File: config.mk
export PLATFORM = sky130hd
export DESIGN_NAME = exec_issue_ctrl
export DESIGN_NICKNAME = d
export VERILOG_FILES = /design/src/rtl/exec_pkg.sv /design/src/rtl/exec_scoreboard.sv /design/src/rtl/exec_issue_ctrl.sv
export SDC_FILE = /design/constraint.sdc
export NUM_CORES = 1
export LEC_CHECK = 0
export CORE_MARGIN = 2
export CORE_UTILIZATION = 52
export DETAILED_ROUTE_END_ITERATION = 6
export GPL_ROUTABILITY_DRIVEN = 0
export HOLD_SLACK_MARGIN = 0.1
export PLACE_DENSITY = 0.77
export SLEW_MARGIN = 20
export SYNTH_ARGS = -nofsm -noshare
export SYNTH_HDL_FRONTEND = slang
export SYNTH_SLANG_ARGS = --single-unit
File: constraint.sdc
create_clock -name clk -period 3.1 [get_ports clk]
set_input_delay 0.62 -clock clk [delete_from_list [all_inputs] [get_ports clk]]
set_output_delay 0.62 -clock clk [all_outputs]
set_load 0.1 [all_outputs]
File: src/rtl/exec_pkg.sv
// Shared types and constants for the execute issue controller.
// Optional build macro used by the top: EXEC_PERF_CNT_EN.
package exec_pkg;
  localparam int NREG = 32;
  localparam int RW   = $clog2(NREG);

  typedef logic [RW-1:0] reg_idx_t;

  typedef enum logic [1:0] {
    IDLE    = 2'd0,
    MD_BUSY = 2'd1,
    MD_WB   = 2'd2
  } exec_state_e;

  typedef enum logic {
    WB_ALU = 1'b0,
    WB_MD  = 1'b1
  } wb_sel_e;
endpackage

File: src/rtl/exec_scoreboard.sv
// Per-register pending bits for the outstanding mul/div destination, with a
// combinational hazard lookup on rs1/rs2/rd. x0 never reports pending.
module exec_scoreboard
  import exec_pkg::*;
(
  input  logic     clk,
  input  logic     reset,
  input  logic     set_en,
  input  reg_idx_t set_idx,
  input  logic     clr_en,
  input  reg_idx_t clr_idx,
  input  reg_idx_t rs1,
  input  reg_idx_t rs2,
  input  reg_idx_t rd,
  input  logic     uses_rs1,
  input  logic     uses_rs2,
  input  logic     writes_rd,
  output logic     hazard
);
  logic [NREG-1:0] pend;

  // Clear first, set second: a new md issued in the writeback cycle wins.
  always_ff @(posedge clk) begin
    if (reset) begin
      pend <= '0;
    end else begin
      if (clr_en) pend[clr_idx] <= 1'b0;
      if (set_en) pend[set_idx] <= 1'b1;
      pend[0] <= 1'b0;
    end
  end

  // Any used operand index that is pending blocks issue; index 0 is masked.
  always_comb begin
    hazard = 1'b0;
    if (uses_rs1  && (rs1 != '0) && pend[rs1]) hazard = 1'b1;
    if (uses_rs2  && (rs2 != '0) && pend[rs2]) hazard = 1'b1;
    if (writes_rd && (rd  != '0) && pend[rd])  hazard = 1'b1;
  end
endmodule

File: src/rtl/exec_issue_ctrl.sv
// In-order issue controller: steers decoded instructions to ALU or mul/div,
// stalls on the outstanding mul/div destination, and owns the GPR write port.
// Build option: define EXEC_PERF_CNT_EN to add issue/stall performance counters.
module exec_issue_ctrl
  import exec_pkg::*;
(
  input  logic          clk,
  input  logic          reset,
  input  logic          in_valid,
  output logic          in_ready,
  input  logic [RW-1:0] in_rd,
  input  logic [RW-1:0] in_rs1,
  input  logic [RW-1:0] in_rs2,
  input  logic          in_uses_rs1,
  input  logic          in_uses_rs2,
  input  logic          in_writes_rd,
  input  logic          in_is_md,
  output logic          alu_go,
  output logic          md_start,
  input  logic          md_done,
  output logic          wb_en,
  output logic [RW-1:0] wb_rd,
`ifdef EXEC_PERF_CNT_EN
  output logic [31:0]   perf_issue_cnt,
  output logic [31:0]   perf_stall_cnt,
`endif
  output logic          wb_sel
);
  exec_state_e state_q, state_d;
  reg_idx_t    md_rd_q;
  wb_sel_e     wb_sel_q;
  logic        hazard;
  logic        issue;
  logic        md_ret;
  logic        md_has_rd;

  // A result returning this cycle owns next cycle's write port.
  assign md_ret    = (state_q == MD_BUSY) && md_done;
  assign md_has_rd = in_writes_rd && (in_rd != '0);

  exec_scoreboard u_sb (
    .clk       (clk),
    .reset     (reset),
    .set_en    (md_start && md_has_rd),
    .set_idx   (in_rd),
    .clr_en    (state_q == MD_WB),
    .clr_idx   (md_rd_q),
    .rs1       (in_rs1),
    .rs2       (in_rs2),
    .rd        (in_rd),
    .uses_rs1  (in_uses_rs1),
    .uses_rs2  (in_uses_rs2),
    .writes_rd (in_writes_rd),
    .hazard    (hazard)
  );

  // The return cycle is blocked for everything so the ALU never collides
  // with the mul/div writeback on the single write port.
  always_comb begin
    in_ready = !reset && !hazard && !((state_q == MD_BUSY) && (in_is_md || md_done));
    issue    = in_valid && in_ready;
    alu_go   = issue && !in_is_md;
    md_start = issue && in_is_md;
  end

  // Next-state for the single outstanding mul/div operation.
  always_comb begin
    state_d = state_q;
    case (state_q)
      IDLE:    if (md_start) state_d = MD_BUSY;
      MD_BUSY: if (md_done)  state_d = MD_WB;
      MD_WB:   state_d = md_start ? MD_BUSY : IDLE;
      default: state_d = IDLE;
    endcase
  end

  // State and latched mul/div destination.
  always_ff @(posedge clk) begin
    if (reset) begin
      state_q <= IDLE;
      md_rd_q <= '0;
    end else begin
      state_q <= state_d;
      if (md_start) md_rd_q <= md_has_rd ? in_rd : '0;
    end
  end

  // Registered write-port control; md return and ALU issue are exclusive.
  always_ff @(posedge clk) begin
    if (reset) begin
      wb_en    <= 1'b0;
      wb_rd    <= '0;
      wb_sel_q <= WB_ALU;
    end else if (md_ret) begin
      wb_en    <= (md_rd_q != '0);
      wb_rd    <= md_rd_q;
      wb_sel_q <= WB_MD;
    end else if (alu_go) begin
      wb_en    <= md_has_rd;
      wb_rd    <= in_rd;
      wb_sel_q <= WB_ALU;
    end else begin
      wb_en    <= 1'b0;
    end
  end

  assign wb_sel = wb_sel_q;

`ifdef EXEC_PERF_CNT_EN
  // Free-running issue and stall counters, wrapping naturally.
  always_ff @(posedge clk) begin
    if (reset) begin
      perf_issue_cnt <= '0;
      perf_stall_cnt <= '0;
    end else begin
      if (issue)                  perf_issue_cnt <= perf_issue_cnt + 32'd1;
      if (in_valid && !in_ready)  perf_stall_cnt <= perf_stall_cnt + 32'd1;
    end
  end
`endif
endmodule
# Word-level counts from Yosys, hierarchy flattened

Index checks and enable logic that the tools add are counted.

Bitwise gates (word level): 3
Multiplexer cells: 27
Reductions and logical operators: 28
Magnitude comparators: 6
Equal/unequal tests: 4

Operator list:

| cell                                                       | number |
|---|---|
| 2-to-1 mux 32 bit                                          | 3 |
| bitwise AND 32 bit                                         | 1 |
| inverter 32 bit                                            | 1 |
| OR 32 bit                                                  | 1 |
| less-than comparator 5 x 6 -> 1 bit, second input constant | 4 |
| nonzero test 5 bit                                         | 4 |
| logical AND 1 bit                                          | 16 |
| binary-select mux 1 bit (select 5 bit)                     | 3 |
| 2-to-1 mux 5 bit                                           | 3 |
| 2-to-1 mux 1 bit                                           | 13 |
| demux 1 bit (select 5 bit)                                 | 2 |
| >= comparator 5 x 1 -> 1 bit, second input constant        | 2 |
| one-hot mux 2 bit (3 select lines)                         | 1 |
| logical NOT 1 bit                                          | 4 |
| 2-to-1 mux 2 bit                                           | 2 |
| inequality test 2 bit, second input constant               | 2 |
| equality test 2 x 1 -> 1 bit, second input constant        | 1 |
| equality test 2 bit, second input constant                 | 1 |
| logical NOT 2 bit                                          | 1 |
| AND reduction 2 bit                                        | 1 |
| nonzero test 2 bit                                         | 1 |
| logical OR 1 bit                                           | 1 |

Bits of input ports: 23
Word-level logic and storage cells: 75
Register bits: 46

# Logic depth before layout (Yosys ltp)

Gate-level depths: netlist (run 1).

Depth after elaboration: 13
Mapped depth: 12
Mapped depth without buffers: 7

# By module

A second synthesis (run 1) with hierarchy kept.

Cells, all modules: 304
Area, all modules: 2733.9 um^2

Modules (own cells, without submodules):

| module          | area each (um^2) | instances | cells an instance |
|---|---|---|---|
| exec_scoreboard | 2120.8           | 1         | 235 |
| exec_issue_ctrl | 613.1            | 1         | 69 |

# Least setup slack after synthesis (run 1)

OpenSTA, ideal clock, no wires.

Path type: input port to output port
From: input in_rd[0]
To: output alu_go
Arrival: 3.457 ns
Setup slack: -0.977 ns
Stages: 10
Cell sequence: buf_2 -> buf_2 -> mux2i_1 -> a2bb2oi_1 -> o22ai_1 -> a221oi_1 -> a31o_2 -> clkbuf_2 -> nand2_1 -> nor2_1

Cells in the longest elaborated chain, start to end: 9
Elaborated cells between the ends (all ways): 11
Classes of those cells: 3 x mux; 8 x reduce/logical

Ends and longest elaborated chain:

| item                                                                         | line                  | RTL |
|---|---|---|
| start: declaration                                                           | exec_issue_ctrl.sv:11 | `input logic [RW-1:0] in_rd,` |
| binary-select mux 1 bit (select 5 bit) or nonzero test 5 bit (tied branches) | exec_scoreboard.sv:38 | `if (writes_rd && (rd != '0) && pend[rd]) hazard = 1'b1;` |
| 2-to-1 mux 1 bit (not written as such) or logical AND 1 bit (tied branches)  | exec_scoreboard.sv:38 |  |
| logical AND 1 bit *                                                          | exec_scoreboard.sv:38 |  |
| 2-to-1 mux 1 bit *                                                           | exec_scoreboard.sv:38 |  |
| logical NOT 1 bit *                                                          | exec_issue_ctrl.sv:60 | `in_ready = !reset && !hazard && !((state_q == MD_BUSY) && (in_is_md \|\| md_done));` |
| logical AND 1 bit * (2 in a row)                                             | exec_issue_ctrl.sv:60 |  |
| logical AND 1 bit *                                                          | exec_issue_ctrl.sv:61 | `issue = in_valid && in_ready;` |
| logical AND 1 bit *                                                          | exec_issue_ctrl.sv:62 | `alu_go = issue && !in_is_md;` |
| end: declaration                                                             | exec_issue_ctrl.sv:18 | `output logic alu_go,` |

Every way passes the cells marked *; elsewhere a longest branch is shown, timed or not. The select of a mux whose other input is x is not followed.

# Worst setup path after layout (run 1)

From: input in_rs2[0]
To: output alu_go

Cells in the longest elaborated chain, start to end: 10
Elaborated cells between the ends (all ways): 12
Classes of those cells: 4 x mux; 8 x reduce/logical

Ends and longest elaborated chain:

| item                                                                         | line                  | RTL |
|---|---|---|
| start: declaration                                                           | exec_issue_ctrl.sv:13 | `input logic [RW-1:0] in_rs2,` |
| binary-select mux 1 bit (select 5 bit) or nonzero test 5 bit (tied branches) | exec_scoreboard.sv:37 | `if (uses_rs2 && (rs2 != '0) && pend[rs2]) hazard = 1'b1;` |
| 2-to-1 mux 1 bit (not written as such) or logical AND 1 bit (tied branches)  | exec_scoreboard.sv:37 |  |
| logical AND 1 bit *                                                          | exec_scoreboard.sv:37 |  |
| 2-to-1 mux 1 bit *                                                           | exec_scoreboard.sv:37 |  |
| 2-to-1 mux 1 bit *                                                           | exec_scoreboard.sv:38 |  |
| logical NOT 1 bit *                                                          | exec_issue_ctrl.sv:60 |  |
| logical AND 1 bit * (2 in a row)                                             | exec_issue_ctrl.sv:60 |  |
| logical AND 1 bit *                                                          | exec_issue_ctrl.sv:61 |  |
| logical AND 1 bit *                                                          | exec_issue_ctrl.sv:62 |  |

Marked as above.

==> results of run 1 <==
## layer usage
layer	up-vias	wire length, um	global-route usage
li1	1517	-	-
met1	1608	4290	0.432
met2	206	4790	0.509
met3	28	928	0.0495
met4	0	322	0.182
met5	-	0	0
## how the worst max path moves through the flow
| stage | slack, ns | endpoint | start | cells past startpoint |
|---|---|---|---|---|
| after global routing | -0.11 | alu_go | in_rs2[0] | 11 |
| after floorplan | -0.26 | alu_go | in_rs1[0] | 8 |
| after CTS | -0.15 | alu_go | in_rs1[0] | 10 |
| after detailed placement | -0.60 | alu_go | in_rd[0] | 11 |
| after global placement | -0.56 | alu_go | in_rd[0] | 11 |
| final | -0.06 | alu_go | in_rs2[0] | 11 |
## metrics by stage
step	cells	TNS (ns)	area (sq um)	setup WS, ns
after detailed placement	492	-12.90	3810	-0.604
after global placement	492	-10.90	3810	-0.565
after global routing	510	-0.298	4060	-0.113
after CTS	505	-0.351	3990	-0.149
after floorplan	370	-0.639	3190	-0.258
final	510	-0.146	4060	-0.0574
## registers in the layout, indices dropped and copies added, names as in the netlist
signal	count
wb_sel	1
state_q	2
wb_en	1
u_sb.pend	31
md_rd_q	5
wb_rd	5
## cell families (layout without fill, tap and decap cells)
logic type | after synthesis | in the layout | share of synthesized area
buffers and inverters | 39 | 104 | 0.0580
muxes | 45 | 45 | 0.177
DFF | 45 | 45 | 0.286
AOI/OAI and AO/OA | 100 | 100 | 0.228
and+or+nand+nor | 141 | 141 | 0.251
## worst reg2reg max path, cell delays in order, from the launching register on
cell and delay, ns:
dfxtp_1 0.37, mux4_2 0.49, mux2_4 0.30, nor3b_4 0.21, nor4b_4 0.08, buf_4 0.14, or3_1 0.36, or4_1 0.47
a21oi_1 0.15
## layout by cell type, fill, tap and decap left out, types with 3 or more instances in the layout
cell and n:
a41oi_1 5, buf_4 58, mux2_2 3, dfxtp_1 45, o22ai_1 4, a21oi_1 5, nand3_1 7, nand4_1 3
clkbuf_1 3, and2_1 3, clkbuf_8 5, nand2_1 29, or2_2 4, mux4_2 8, nor3b_1 3, buf_12 5
nor2_1 23, clkdlybuf4s50_1 10, a211oi_1 5, dlygate4sd2_1 6, nor2b_1 21, o31ai_1 34, buf_6 4, nand3b_1 18
o32ai_1 4, o21ai_0 22, inv_1 4, nand2b_1 13, mux2i_1 30
## power by group
part | switching [uW] | total [uW] | internal (uW) | leakage [uW]
Clock | 202 | 363 | 161 | 0.0000395
Sequential | 10.1 | 596 | 586 | 0.000363
Combinational | 189 | 327 | 138 | 0.00115
Total | 401 | 1290 | 884 | 0.00155
## cell type report
cell class	count	area (sq um)
sequential	45	901
inverter	6	30.0
timing repair buffer	90	791
tap	75	93.8
clock buffer	8	80.1
multi-input combinational	286	2170
fill	450	1820
## what timing repair did
item,CTS,global route
gates cloned,1,1
gates resized for setup,35,16
pin swaps,9,11
hold buffers,0,0
buffers inserted,4,5
setup endpoints to repair,4,3
==> impl_metrics.py, run 1 <==
metrics = {
    "critical_path": {
        "reg2regPathDepth": 8,
        "worstPathArrival_ns": 2.54,
        "critical-path-top-delay-family": "simple AND/OR/NAND/NOR gates",
        "crit_required_ns": 2.48,
        "critPathMostFrequentCell": "buf_12",
        "crit_chain": "buf_6 > buf_12 > buf_8 > mux2i_1 > mux4_2 > o21bai_1 > o221a_4 > nor3_4 > nand2_2 > nor2_4 > buf_12",
        "r2r-end": "wb_en",
        "cp_slowest_cell": "o221a_4",
        "critPathCaptureType": "output port",
        "r2r_slack_ns": 0.47,
        "path_max_fanout": 8,
        "cpPeakStageDelay_ns": 0.31,
        "startpoint_type": "input pin",
        "cp_num_buf_inv": 4,
        "r2r_start": "u_sb.pend[7]",
        "crit_type": "input pin to output port",
    },
    "clock_tree": {
        "worstSkewPairLatency_ns": 0.31,
        "cts_max_level": 2,
        "cts-root-buf": "clkbuf_8",
        "clk_pin_slew_worst_paths_ns": 0.08,
        "tritoncts": "yes",
        "cts_buffers": 5,
        "clock_path_buffers": 2,
        "cts.sinks": 45,
    },
    "logic_synthesis": {
        "synthFlopType": "dfxtp_1",
        "netlist_area_sq_mm": 0.00315,
        "netlist_instances": 370,
        "avgSynthCellArea_sq_um": 8.51,
        "async_reset_ff_frac": 0,
        "synth_area_leaders": "dfxtp_1, mux2i_1, o31ai_1",
        "yosys-top-cells-count": "dfxtp_1, o31ai_1, mux2i_1, nand2_1, nor2_1",
        "syn_nets": 393,
        "yosysUniqueCellTypes": 53,
        "synth_top_area_cell": "dfxtp_1",
        "ys_warn_count": 0,
        "ys_ff_latch": 45,
        "synthMostInstantiatedCell": "dfxtp_1",
        "synth_edf_count": 0,
        "yosysSeqAreaShare": 0.286,
        "synth_top_area_frac": 0.286,
    },
    "timing": {
        "finalMaxSlewViolations": 0,
        "tightest_slew_ns": 0.556,
        "setup_ws_ns": -0.0574,
        "slew_headroom": 0.628,
        "rsz0062_at_grt": "yes",
        "period_needed_ns": 3.16,
        "max_clock_freq_mhz": 317,
        "worst_hold_slack_ns": 0.469,
        "setup_violations": 3,
        "finClkSkew_ns": 0.00688,
        "finalHoldViolCount": 0,
        "fin_crit_sh": 1.02,
    },
    "floorplanning": {
        "die_height_um": 81.8,
        "core_region_area_sq_mm": 0.00589,
        "rows": 28,
        "fp.dieW_um": 81.8,
        "dieArea_sq_mm": 0.00669,
        "start_util": 0.535,
        "top_level_ports": 33,
    },
    "worst_hold_path": {
        "min_path_type": "flop to flop",
        "min_path_cells": 1,
        "worstHoldStart": "state_q[0]",
        "hold_path_end": "state_q[0]",
    },
    "detailed_routing": {
        "drc": 0,
        "vias_per_cell": 6.59,
        "wirelength_um": 10300,
        "firstDrtPassIters": 6,
        "vias": 3359,
        "drt_iter0_markers": 532,
        "postRouteAntennaNets": 0,
        "wl_per_cell_um": 20.2,
    },
    "global_routing": {
        "antenna_found_initial": 0,
        "grt_overflow_total": 0,
        "grt_pass1_vias": 3300,
        "grt_pass1_wl_um": 16400,
        "grtUsageTotal": 0.326,
        "grt_max_degree": 48,
    },
    "run_status": {
        "violations": "negative setup slack",
        "outcome": "finished, violations left",
    },
    "placed_design": {
        "dp_hpwl_um": 7140,
        "io_buffers": 32,
    },
    "power_and_ir_drop": {
        "powerDensity_mw_per_mm2": 317,
        "ir_drop_mv": 0.219,
        "power_uw": 1290,
        "power.leakage_uw": 0.00155,
    },
    "finish": {
        "final_util": 0.690,
        "nets": 457,
        "area_delta_synth_final_pct": 29.0,
        "final_layout_size_suffix_gt1_frac": 0.255,
        "num_antenna_cells": 0,
    },
    "flow_run": {
        "max_cap_viol_count": 0,
    },
}
Note: power is estimated with default switching activity, not from simulation.
==> run 2, diff against run 1 <==
==> constraint.sdc (replaced) <==
create_clock -name clk -period 3.1 [get_ports clk]
set_input_delay 0.62 -clock clk [delete_from_list [all_inputs] [get_ports clk]]
set_output_delay 0.62 -clock clk [all_outputs]
set_load 0.01 [all_outputs]
==> run 2 against run 1 <==
Net effect: the run now ends clean; via count rose by 1.3%; clock skew fell by 0.0022 ns; non-clock buffer count rose by 2; flip-flop and latch count did not move; die area did not move; clock-buffer cell count fell by 1; critical path depth fell by 1; worst setup slack improved by 0.12 ns; sequential share of layout area rose by 0.069 points; total power fell by 1.2%; critical endpoint is now md_start.
==> impl_metrics.py, run 2 (synthesis results as in run 1) <==
metrics = {
    "run_status": {
        "outcome": "finished, final reports clean",
    },
    "floorplanning": {
        "dieArea_sq_mm": 0.00669,
        "top_level_ports": 33,
        "start_util": 0.535,
        "rows": 28,
        "die_height_um": 81.8,
        "core_region_area_sq_mm": 0.00589,
        "fp.dieW_um": 81.8,
    },
    "finish": {
        "top_register": "u_sb.pend",
        "multi_input_area_sq_mm": 0.00214,
        "ff_latch_area_sq_um": 901,
        "design_area_sq_mm": 0.00405,
        "num_antenna_cells": 0,
        "reg_top3": "u_sb.pend (31), md_rd_q (5), wb_rd (5)",
        "mostFrequentLayoutCells": "buf_4, dfxtp_1, o31ai_1",
        "largest_register_ffs": 31,
        "layout_commonest_cell": "buf_4",
        "final_layout_size_suffix_gt1_frac": 0.247,
        "nets": 459,
        "num-fill-cells": 437,
        "area_delta_synth_final_pct": 28.6,
    },
    "power_and_ir_drop": {
        "power_frac_seq": 0.470,
        "switching_share": 0.276,
        "combPwrFrac": 0.209,
        "power.leakage_uw": 0.00156,
        "internal_power_uw": 919,
        "ir_drop_mv": 0.163,
        "p_switching_uw": 351,
        "p_clk_frac": 0.321,
        "powerDensity_mw_per_mm2": 314,
    },
    "global_routing": {
        "grtUsageMet1": 0.426,
        "grt_pass1_wl_um": 16100,
        "grt_util_met3": 0.0791,
        "use_met2": 0.490,
        "grt_overflow_total": 0,
        "grt_pass1_vias": 3101,
        "antenna_found_initial": 0,
        "grt.busiest_layer": "met2",
        "grt_max_degree": 48,
        "grtUsageTotal": 0.324,
    },
    "timing": {
        "max_clock_freq_mhz": 330,
        "fin_crit_sh": 0.979,
        "slew_headroom": 0.657,
        "rsz0062_at_grt": "yes",
        "finalHoldViolCount": 0,
        "finClkSkew_ns": 0.00464,
        "setup_violations": 0,
        "period_needed_ns": 3.03,
        "tightest_slew_ns": 0.513,
        "worst_hold_slack_ns": 0.460,
        "tns_ns": 0,
        "finalMaxSlewViolations": 0,
    },
    "critical_path": {
        "worstPathArrival_ns": 2.41,
        "cp_num_buf_inv": 4,
        "critPathMostFrequentCell": "buf_6",
        "crit_required_ns": 2.48,
        "path_max_fanout": 3,
        "startpoint_type": "input pin",
        "crit_type": "input pin to output port",
        "crit_chain": "buf_8 > mux4_2 > mux2_4 > nor3b_4 > nor4b_4 > nor3_4 > buf_6 > nand3_4 > inv_2 > buf_6",
        "critical-path-top-delay-family": "multiplexers",
        "cpPeakStageDelay_ns": 0.49,
        "critPathCaptureType": "output port",
        "cp_slowest_cell": "mux4_2",
    },
    "clock_tree": {
        "cts_hold_buffers": 0,
        "cts.sinks": 45,
        "cts-root-buf": "clkbuf_8",
        "worstSkewPairLatency_ns": 0.31,
        "clk_pin_slew_worst_paths_ns": 0.08,
        "cts_buffers": 5,
        "clock_path_buffers": 2,
        "cts_max_level": 2,
        "tritoncts": "yes",
    },
    "placed_design": {
        "place_area_sq_mm": 0.00380,
        "io_buffers": 32,
        "dp_hpwl_um": 7200,
    },
    "detailed_routing": {
        "vias": 3404,
        "wirelength_um": 10500,
        "drc": 0,
        "postRouteAntennaNets": 0,
        "vias_per_cell": 6.65,
        "wl_per_cell_um": 20.5,
        "firstDrtPassIters": 6,
        "drt_iter0_markers": 517,
    },
    "flow_run": {
        "max_cap_viol_count": 0,
    },
    "worst_hold_path": {
        "min_path_type": "flop to flop",
    },
}
## run 2: cell type report
| class | count | share of cell area |
|---|---|---|
| clock buffers | 7 | 0.0238 |
| clock inverters | 1 | 0.00124 |
| inverters | 6 | 0.00556 |
| multi-input cells | 286 | 0.530 |
| flip-flops and latches | 45 | 0.222 |
| well taps | 75 | 0.0232 |
| repair buffers | 92 | 0.194 |
## run 2: final timing paths
path                            slack (ns)            to          start  cells after the start
worst min-delay path                  0.46    state_q[0]     state_q[0]                      1
worst max register to register        0.39  u_sb.pend[7]  u_sb.pend[13]                     10
worst min register to register        0.46    state_q[0]     state_q[0]                      1
worst max-delay path                  0.07      md_start      in_rs1[0]                     10
## run 2: metrics by stage
step	worst slack (ns)	power (uW)	util	cells
after CTS	0.0401	1260	0.682	510
after floorplan	0.0103	739	-	370
after global routing	-0.00970	1320	0.688	512
final	0.0664	1270	0.688	512
after global placement	-0.793	848	0.645	495
after detailed placement	-0.822	851	0.645	495
## run 2: metal layers
metal  share of wire  vias up
met2            0.44      249
met5               0        -
met4           0.049        0
met1            0.39     1576
met3            0.12       59
li1                -     1520
## run 2: power by group through the flow
stage / Combinational (uW) / Sequential, uW / Clock, uW
finish: 266 / 596 / 408
global route: 283 / 597 / 434
CTS: 253 / 596 / 407
detailed placement: 242 / 609 / 0
global placement: 238 / 609 / 0
floorplan: 133 / 605 / 0
## run 2: what timing repair did
item	4_1_cts	5_1_grt
cloned	1	0
hold endpoints to repair	0	0
setup endpoints to repair	6	3
gates resized for setup	52	13
pin swaps	9	4
buffers inserted	6	2
==> run 3, diff against run 2 <==
--- a/config.mk
+++ b/config.mk
@@ -6,11 +6,13 @@
 export NUM_CORES = 1
 export LEC_CHECK = 0
 export CORE_MARGIN = 2
-export CORE_UTILIZATION = 52
+export CORE_UTILIZATION = 55
+export CTS_BUF_LIST = sky130_fd_sc_hd__clkbuf_4
 export DETAILED_ROUTE_END_ITERATION = 6
+export DONT_BUFFER_PORTS = 1
 export GPL_ROUTABILITY_DRIVEN = 0
 export HOLD_SLACK_MARGIN = 0.1
-export PLACE_DENSITY = 0.77
+export PLACE_DENSITY = 0.73
 export SLEW_MARGIN = 20
 export SYNTH_ARGS = -nofsm -noshare
 export SYNTH_HDL_FRONTEND = slang
==> run 3 against run 2 <==
Net effect: combinational power down 55%; die area down 5.2%; register-to-register slack better by 0.16 ns; global-route usage down 2.1 points; flip-flop and latch count unchanged; worst setup slack better by 0.12 ns; clock power down 31%; critical path depth down 3; non-clock buffer count down 86; clock-buffer cell count down 1.
==> impl_metrics.py, run 3 (synthesis results as in run 1) <==
metrics = {
    "detailed_routing": {
        "firstDrtPassIters": 5,
        "drc": 0,
        "vias_per_cell": 6.91,
        "wirelength_um": 9200,
        "drt_iter0_markers": 437,
        "vias": 2917,
        "wl_per_cell_um": 21.8,
        "postRouteAntennaNets": 0,
    },
    "critical_path": {
        "critPathCaptureType": "output port",
        "cp_num_buf_inv": 0,
        "cpPeakStageDelay_ns": 0.46,
        "crit_chain": "mux4_2 > mux2_2 > nor3b_2 > nor4b_1 > nor3_4 > nand2_1 > nor2_1",
        "startpoint_type": "flop",
        "path_max_fanout": 4,
        "worstPathArrival_ns": 2.29,
        "crit_type": "flop to output port",
        "crit_required_ns": 2.48,
        "cp_slowest_cell": "mux4_2",
        "critical-path-top-delay-family": "simple AND/OR/NAND/NOR gates",
    },
    "global_routing": {
        "grt_max_degree": 49,
        "grtUsageTotal": 0.303,
        "grt_overflow_total": 0,
        "antenna_found_initial": 0,
        "grt_pass1_wl_um": 14600,
        "grt_pass1_vias": 2686,
    },
    "worst_hold_path": {
        "min_path_type": "input pin to flop",
    },
    "timing": {
        "slew_headroom": 0.540,
        "period_needed_ns": 2.91,
        "fin_crit_sh": 0.939,
        "finalHoldViolCount": 0,
        "rsz0062_at_grt": "no",
        "setup_violations": 0,
        "finClkSkew_ns": 0.0199,
        "finalMaxSlewViolations": 0,
        "tightest_slew_ns": 0.681,
        "max_clock_freq_mhz": 344,
        "tns_ns": 0,
        "setup_ws_ns": 0.190,
    },
    "clock_tree": {
        "clk_pin_slew_worst_paths_ns": 0.14,
        "post-cts-setup-buffers": 0,
        "cts.sinks": 45,
        "cts_buffers": 5,
        "cts-root-buf": "clkbuf_4",
        "clock_path_buffers": 2,
        "cts_max_level": 2,
        "worstSkewPairLatency_ns": 0.37,
        "tritoncts": "yes",
        "cts_hold_buffers": 0,
        "ctsResizeCount": 0,
    },
    "floorplanning": {
        "fp.dieW_um": 79.7,
        "rows": 27,
        "die_height_um": 79.7,
        "top_level_ports": 33,
        "core_region_area_sq_mm": 0.00551,
        "start_util": 0.572,
        "dieArea_sq_mm": 0.00635,
    },
    "finish": {
        "fin_cells": 422,
        "nets": 373,
        "area_delta_synth_final_pct": 0.755,
        "top_register": "u_sb.pend",
        "reg_top3": "u_sb.pend (31), md_rd_q (5), wb_rd (5)",
        "layout_commonest_cell": "dfxtp_1",
        "design_area_sq_mm": 0.00317,
        "largest_register_ffs": 31,
        "num_antenna_cells": 0,
        "final_layout_size_suffix_gt1_frac": 0.0971,
        "mostFrequentLayoutCells": "dfxtp_1, o31ai_1, mux2i_1",
    },
    "power_and_ir_drop": {
        "power.leakage_uw": 0.00110,
        "powerDensity_mw_per_mm2": 315,
        "ir_drop_mv": 0.166,
        "power_uw": 999,
    },
    "placed_design": {
        "pre_cts_slack_ns": 0.298,
        "io_buffers": 0,
        "place_area_sq_mm": 0.00312,
        "dpl.cell_count": 415,
        "dp_hpwl_um": 6410,
    },
    "flow_run": {
        "max_cap_viol_count": 0,
    },
    "run_status": {
        "outcome": "finished, final reports clean",
    },
}
[run 3: power by group]
group          switching, uW  internal (uW)  total [uW]
Combinational           63.4           55.4         119
Clock                    190           91.5         281
Sequential              12.9            587         600
Total                    266            734         999
[run 3: stage by stage]
step	hold slack, ns	util
floorplan	0.425	-
global placement	0.441	0.567
detailed placement	0.449	0.567
CTS	0.304	0.576
global route	0.290	0.576
finish	0.304	0.576
[run 3: routing by layer]
layer | routed length (um) | up-vias | global-route usage
met2 | 4080 | 186 | 0.462
met5 | 0 | - | 0
li1 | - | 1350 | -
met4 | 200 | 0 | 0.0862
met1 | 3900 | 1357 | 0.434
met3 | 1020 | 24 | 0.0600
[run 3: final cells by class]
type                       count  area (sq um)
clock buffer                   6          45.0
clock inverter                 1          3.75
fill                         500          2330
inverter                       6          22.5
multi-input combinational    286          2070
sequential                    45           901
tap                           72          90.1
timing repair buffer           6          45.0
[run 3: path summary, 6_finish.rpt]
kind | from | slack (ns) | endpoint | depth (start not counted)
worst max register to register | u_sb.pend[14] | 0.55 | wb_en | 7
worst min register to register | state_q[0] | 0.47 | state_q[0] | 1
worst max-delay path | u_sb.pend[14] | 0.19 | alu_go | 7
worst min-delay path | reset | 0.30 | wb_rd[0] | 1
